--- src/rtl/bip_seq_defs.sv ---
// Shared definitions for the BIP run/step sequencer: command bytes,
// FSM state encoding, report length and the status-byte layout.
package bip_seq_defs;

  localparam logic [7:0] CMD_CLEAR = 8'h43;  // 'C'
  localparam logic [7:0] CMD_RUN   = 8'h52;  // 'R'
  localparam logic [7:0] CMD_STEP  = 8'h53;  // 'S'

  localparam int REPORT_LEN = 7;
  localparam int SNAP_W     = REPORT_LEN * 8;

  typedef enum logic [2:0] {
    ST_IDLE,
    ST_CLR,
    ST_RUN,
    ST_STEP,
    ST_REPORT
  } seq_state_t;

  // Last report byte: {6'b0, timeout, halted}
  function automatic logic [7:0] status_byte(input logic timeout, input logic halted);
    return {6'b0, timeout, halted};
  endfunction

endpackage

--- src/rtl/report_serializer.sv ---
// Report serializer: captures the 56-bit status snapshot and sends it
// MSB byte first over a valid/ready byte stream. After each accepted
// byte tx_valid drops for one cycle before the next byte is presented.
module report_serializer
  import bip_seq_defs::*;
(
  input  logic              i_clk,
  input  logic              i_reset,
  input  logic              i_load,
  input  logic [SNAP_W-1:0] i_snap,
  input  logic              i_tx_ready,
  output logic              o_tx_valid,
  output logic [7:0]        o_tx_data,
  output logic              o_done
);

  localparam logic [2:0] LAST_IDX = 3'(REPORT_LEN - 1);

  logic [SNAP_W-9:0] r_shift;
  logic [7:0]        r_data;
  logic [2:0]        r_idx;
  logic              r_valid;
  logic              r_pend;
  logic              w_accept;

  assign w_accept   = r_valid & i_tx_ready;
  assign o_tx_valid = r_valid;
  assign o_tx_data  = r_data;
  assign o_done     = w_accept & (r_idx == LAST_IDX);

  // Load snapshot, hold each byte until accepted, then present the next one
  always_ff @(posedge i_clk) begin
    if (i_reset) begin
      r_shift <= '0;
      r_data  <= 8'h00;
      r_idx   <= 3'd0;
      r_valid <= 1'b0;
      r_pend  <= 1'b0;
    end else if (i_load) begin
      r_data  <= i_snap[SNAP_W-1 -: 8];
      r_shift <= i_snap[SNAP_W-9:0];
      r_idx   <= 3'd0;
      r_valid <= 1'b1;
      r_pend  <= 1'b0;
    end else if (w_accept) begin
      r_valid <= 1'b0;
      r_pend  <= (r_idx != LAST_IDX);
    end else if (r_pend) begin
      r_data  <= r_shift[SNAP_W-9 -: 8];
      r_shift <= {r_shift[SNAP_W-17:0], 8'h00};
      r_idx   <= r_idx + 3'd1;
      r_valid <= 1'b1;
      r_pend  <= 1'b0;
    end
  end

endmodule

--- src/rtl/bip_exec_sequencer.sv ---
// BIP run/step sequencer: decodes clear/run/step command bytes, gates the
// CPU through cpu_en, stops on the HALT opcode, counts executed cycles and
// sends a 7-byte status report after every run or step.
// Optional feature macro: BIP_WATCHDOG_EN (run-length limit WDOG_LIMIT,
// armed after each clear; sets the timeout status bit when it trips).
module bip_exec_sequencer
  import bip_seq_defs::*;
#(
  parameter int                       addrLength    = 11,
  parameter int                       OPCODE_LENGTH = 5,
  parameter int                       DATA_WIDTH    = 16,
  parameter int                       CYCLE_WIDTH   = 16,
  parameter logic [OPCODE_LENGTH-1:0] HALT_OPCODE   = '0,
  parameter logic [15:0]              WDOG_LIMIT    = 16'hFFF
) (
  input  logic                     clk,
  input  logic                     reset,
  input  logic                     cmd_valid,
  input  logic [7:0]               cmd_byte,
  input  logic [OPCODE_LENGTH-1:0] cpu_opcode,
  input  logic [addrLength-1:0]    cpu_pc,
  input  logic [DATA_WIDTH-1:0]    cpu_acc,
  output logic                     cpu_en,
  output logic                     cpu_reset,
  output logic                     tx_valid,
  output logic [7:0]               tx_data,
  input  logic                     tx_ready,
  output logic                     busy,
  output logic                     halted
);

`ifdef BIP_WATCHDOG_EN
  localparam bit WDOG_EN = 1'b1;
`else
  localparam bit WDOG_EN = 1'b0;
`endif
  localparam logic [CYCLE_WIDTH-1:0] WDOG_CNT = CYCLE_WIDTH'(WDOG_LIMIT);

  seq_state_t             r_state;
  logic [CYCLE_WIDTH-1:0] r_cnt;
  logic                   r_halted;
  logic                   r_timeout;
  logic                   r_cpu_reset;
  logic                   r_load;

  logic                   w_is_halt;
  logic                   w_wdog_hit;
  logic                   w_cnt_max;
  logic                   w_done;
  logic [SNAP_W-1:0]      w_snap;

  assign w_is_halt  = (cpu_opcode == HALT_OPCODE);
  // Watchdog fires once per clear: the timeout bit itself disarms it
  assign w_wdog_hit = WDOG_EN && !r_timeout && (r_cnt == WDOG_CNT);
  assign w_cnt_max  = &r_cnt;

  // Combinational so the HALT instruction itself is never executed
  assign cpu_en = !w_is_halt &&
                  ((r_state == ST_STEP) || ((r_state == ST_RUN) && !w_wdog_hit));

  assign w_snap = {16'(cpu_pc), 16'(cpu_acc), 16'(r_cnt),
                   status_byte(r_timeout, r_halted)};

  assign cpu_reset = r_cpu_reset;
  assign busy      = (r_state != ST_IDLE);
  assign halted    = r_halted;

  // Sequencer FSM with cycle counter, halted/timeout flags and report trigger
  always_ff @(posedge clk) begin
    if (reset) begin
      r_state     <= ST_IDLE;
      r_cnt       <= '0;
      r_halted    <= 1'b0;
      r_timeout   <= 1'b0;
      r_cpu_reset <= 1'b1;
      r_load      <= 1'b0;
    end else begin
      r_cpu_reset <= 1'b0;
      r_load      <= 1'b0;
      if (cpu_en && !w_cnt_max) r_cnt <= r_cnt + CYCLE_WIDTH'(1);
      case (r_state)
        ST_IDLE: begin
          if (cmd_valid) begin
            case (cmd_byte)
              CMD_CLEAR: begin
                r_state     <= ST_CLR;
                r_cpu_reset <= 1'b1;
                r_cnt       <= '0;
                r_halted    <= 1'b0;
                r_timeout   <= 1'b0;
              end
              CMD_RUN: begin
                r_state <= r_halted ? ST_REPORT : ST_RUN;
                r_load  <= r_halted;
              end
              CMD_STEP: begin
                r_state <= r_halted ? ST_REPORT : ST_STEP;
                r_load  <= r_halted;
              end
              default: ;
            endcase
          end
        end
        ST_CLR: r_state <= ST_IDLE;
        ST_RUN: begin
          if (w_is_halt) begin
            r_halted <= 1'b1;
            r_state  <= ST_REPORT;
            r_load   <= 1'b1;
          end else if (w_wdog_hit) begin
            r_timeout <= 1'b1;
            r_state   <= ST_REPORT;
            r_load    <= 1'b1;
          end
        end
        ST_STEP: begin
          if (w_is_halt) r_halted <= 1'b1;
          r_state <= ST_REPORT;
          r_load  <= 1'b1;
        end
        ST_REPORT: if (w_done) r_state <= ST_IDLE;
        default: r_state <= ST_IDLE;
      endcase
    end
  end

  report_serializer u_report (
    .i_clk      (clk),
    .i_reset    (reset),
    .i_load     (r_load),
    .i_snap     (w_snap),
    .i_tx_ready (tx_ready),
    .o_tx_valid (tx_valid),
    .o_tx_data  (tx_data),
    .o_done     (w_done)
  );

endmodule
--- config.mk ---
export PLATFORM = sky130hd
export DESIGN_NAME = bip_exec_sequencer
export DESIGN_NICKNAME = d
export VERILOG_FILES = /design/src/rtl/bip_seq_defs.sv /design/src/rtl/report_serializer.sv /design/src/rtl/bip_exec_sequencer.sv
export SDC_FILE = /design/constraint.sdc
export NUM_CORES = 1
export LEC_CHECK = 0
export CORE_AREA = 2 2 84 86
export DETAILED_ROUTE_END_ITERATION = 10
export DIE_AREA = 0 0 86 88
export GPL_TIMING_DRIVEN = 0
export PLACE_DENSITY_LB_ADDON = 0.1
export SETUP_SLACK_MARGIN = 0.4
export SLEW_MARGIN = 20
export SYNTH_ARGS = -nofsm -noshare
export SYNTH_HDL_FRONTEND = slang
export SYNTH_SLANG_ARGS = --single-unit
--- constraint.sdc ---
create_clock -name clk -period 5.15 [get_ports clk]
set_input_delay 1.03 -clock clk [delete_from_list [all_inputs] [get_ports clk]]
set_output_delay 1.03 -clock clk [all_outputs]
set_load 0.1 [all_outputs]
==> reports/qor.yml <==
hold_class: "reg2reg"
switchingPower_uw: 255
grt_first_pass_wirelength_um: 14300
final_cell_mix: "nand2_1 (116), dfxtp_1 (76), clkdlybuf4s50_1 (55)"
fin_nets: 548
met1_length_um: 3950
status: "finished clean"
syn_area_um2: 3550
hold_viol_final: 0
ios: 57
period_share_pct: 86.8
coreArea_um2: 6640
synth_top_area_share_pct: 42.9
grt_use_total_pct: 23.9
wl_met3_um: 485
grt_max_degree: 14
clockBufferDepth: 2
crit_type: "in2out"
vias: 3330
ctsHtreeMaxLevel: 3
wl_per_cell_um: 15.0
ant_nets: 0
pwr-share-clk_pct: 47.9
swShare_pct: 20.4
ys_seq_area_share_pct: 42.9
first_iter_violations: 165
yosys_most_used_dff: "dfxtp_1"
required_ns: 4.12
initial_core_util_pct: 53.4
cts-root-buf: "clkbuf_8"
die_h_um: 88
pre_cts_ws_ns: 0.677
dpl.hpwl_um: 6400
path_delay_family: "buffers and inverters"
cts_tree: "done"
async_flop_share_pct: 0
row_count: 30
end_kind: "output pin"
fin_crit_ns: 4.47
io_buffers: 55
ys_types: 54
rsz0062_at_grt: "false"
slowest_delay_ns: 0.98
cp_max_fo: 10
synth_warnings: 0
clk_latency_ns: 0.35
vdd.ir_drop.worst_mv: 0.164
slew_viol_final: 0
fin_ws_ns: 0.677
path_cells: "clkdlybuf4s50_1 -> or4_4 -> o21ai_4 -> inv_1 -> clkdlybuf4s50_1"
maxCapViolations: 0
worst_pin_slew_ns: 0.977
post_cts_buffers: 0
finalSetupViolCount: 0
diodes: 0
clk_pin_slew_ns: 0.08
top_layer: "met4"
cp-start-kind: "primary input"
slew_headroom_pct: 34.7
fin_worst_skew_ns: 0.00674
grt_pass1_vias: 3103
fp.dieW_um: 86
synth_edf_count: 0
netlist_instances: 435
arrival_ns: 3.44
area_delta_synth_final_pct: 25.8
pwr-share-comb_pct: 5.1
fillers: 578
timing.critical_path.slowest_stage_cell: "clkdlybuf4s50_1"
place_congestion: 0.864
holdBufCountCts: 0
cts.sinks: 76
drc: 0
drive_gt1_share_pct: 7.11
ys_seq_elements: 76
p_seq_share_pct: 47.1
worst_hold_slack_ns: 0.457
tns_ns: 0
critPathBufInv: 3
die_area_um2: 7570
intPower_uw: 995
cts_inserted_buffers: 9
crit_top_cell: "clkdlybuf4s50_1"
drtPass1Iterations: 5
syn_nets: 482
p_per_area_nw_per_um2: 280
ys_top_cells_by_area: "dfxtp_1 (43%), nand2_1 (12%), a311oi_1 (8.9%)"
clock.fmax_ghz: 0.224
vias_per_cell: 5.68
power.leakage_nw: 1.47
post_cts_resized: 0
postSynthAreaPerCell_um2: 8.16
final_common_cell: "nand2_1"
synth_area_leader_cell: "dfxtp_1"
wl_met2_um: 4180
antenna_found_initial: 0
finalWirelength_um: 8790
grt_overflow: 0
-- final timing paths --
check                                                   startpoint                            endpoint  slack, ns  cells past startpoint
worst min register to register  u_report.o_tx_data[5]$_SDFFE_PP0P_  u_report.o_tx_data[5]$_SDFFE_PP0P_       0.46                      2
worst max-delay path                                 cpu_opcode[1]                              cpu_en       0.68                      5
worst max register to register                 r_cnt[0]$_SDFF_PP0_                 r_cnt[0]$_SDFF_PP0_       3.27                      6
worst min-delay path            u_report.o_tx_data[5]$_SDFFE_PP0P_  u_report.o_tx_data[5]$_SDFFE_PP0P_       0.46                      2
-- state kept, by name (all words and copies together), names as in the netlist --
signal and cells:
r_state 3, u_report.r_pend 1, u_report.o_tx_data 8, u_report.o_tx_valid 1
u_report.r_shift 41, r_load 1, halted 1, r_cnt 16
u_report.r_idx 3, cpu_reset 1
-- power groups by stage --
stage	Clock (mW)	Sequential [mW]	Combinational (mW)
floorplan	0	0.605	0.0182
global placement	0	0.602	0.0621
detailed placement	0	0.602	0.0628
CTS	0.604	0.588	0.0636
global route	0.628	0.588	0.0677
finish	0.598	0.588	0.0633
-- stage by stage --
stage | total power [mW] | instance area, µm² | utilization, % | instances
global route | 1.28 | 4460 | 67.2 | 586
finish | 1.25 | 4460 | 67.2 | 586
detailed placement | 0.665 | 4200 | 63.2 | 570
floorplan | 0.624 | 3550 | - | 435
global placement | 0.664 | 4200 | 63.2 | 570
CTS | 1.26 | 4460 | 67.2 | 586
-- tightest hold or removal path, delay by kind of cell (launching register included) --
family / cells / cell delay, ns
AOI/OAI and AO/OA: 1 / 0.05
DFF: 1 / 0.31
and+or+nand+nor: 1 / 0.05
-- cell usage after synthesis, types with 2 or more instances --
cell,number
nand2_1,116
dfxtp_1,76
nor2_1,42
a311oi_1,36
clkbuf_1,24
nand3_1,20
a21oi_1,16
mux2i_1,13
nand2b_1,12
a211oi_1,10
inv_1,8
buf_2,5
and3_1,3
ha_1,3
nor3_1,3
o21ai_0,3
a2111oi_2,2
buf_6,2
inv_2,2
nand4_1,2
o211a_1,2
o31ai_1,2
or2_2,2
-- layout make-up --
class,count,area [µm²],share of cell area (%)
multi-input combinational,317,1840,41.3
sequential,76,1520,34.1
timing repair buffer,55,551,12.3
buffer,32,145,3.25
clock inverter,6,136,3.06
clock buffer,10,128,2.86
tap,80,100,2.24
inverter,10,37.5,0.841
-- metal layers --
| layer | vias up | GRT usage, % |
|---|---|---|
| li1 | 1681 | - |
| met1 | 1532 | 30.6 |
| met2 | 103 | 39.5 |
| met3 | 14 | 4.71 |
| met4 | 0 | 10.1 |
| met5 | - | 0 |
-- cells by family (layout without fill, tap and decap cells) --
group	count (synthesis)	in the layout	share of synthesized area, %
compound gates	85	85	19.2
xor+xnor	1	1	0.247
fa+ha+maj	3	3	1.06
buf+inv	42	113	5.15
flops	76	76	42.9
mux	13	13	3.67
simple gates	215	215	27.8
Power figures use the tool's default switching activity.
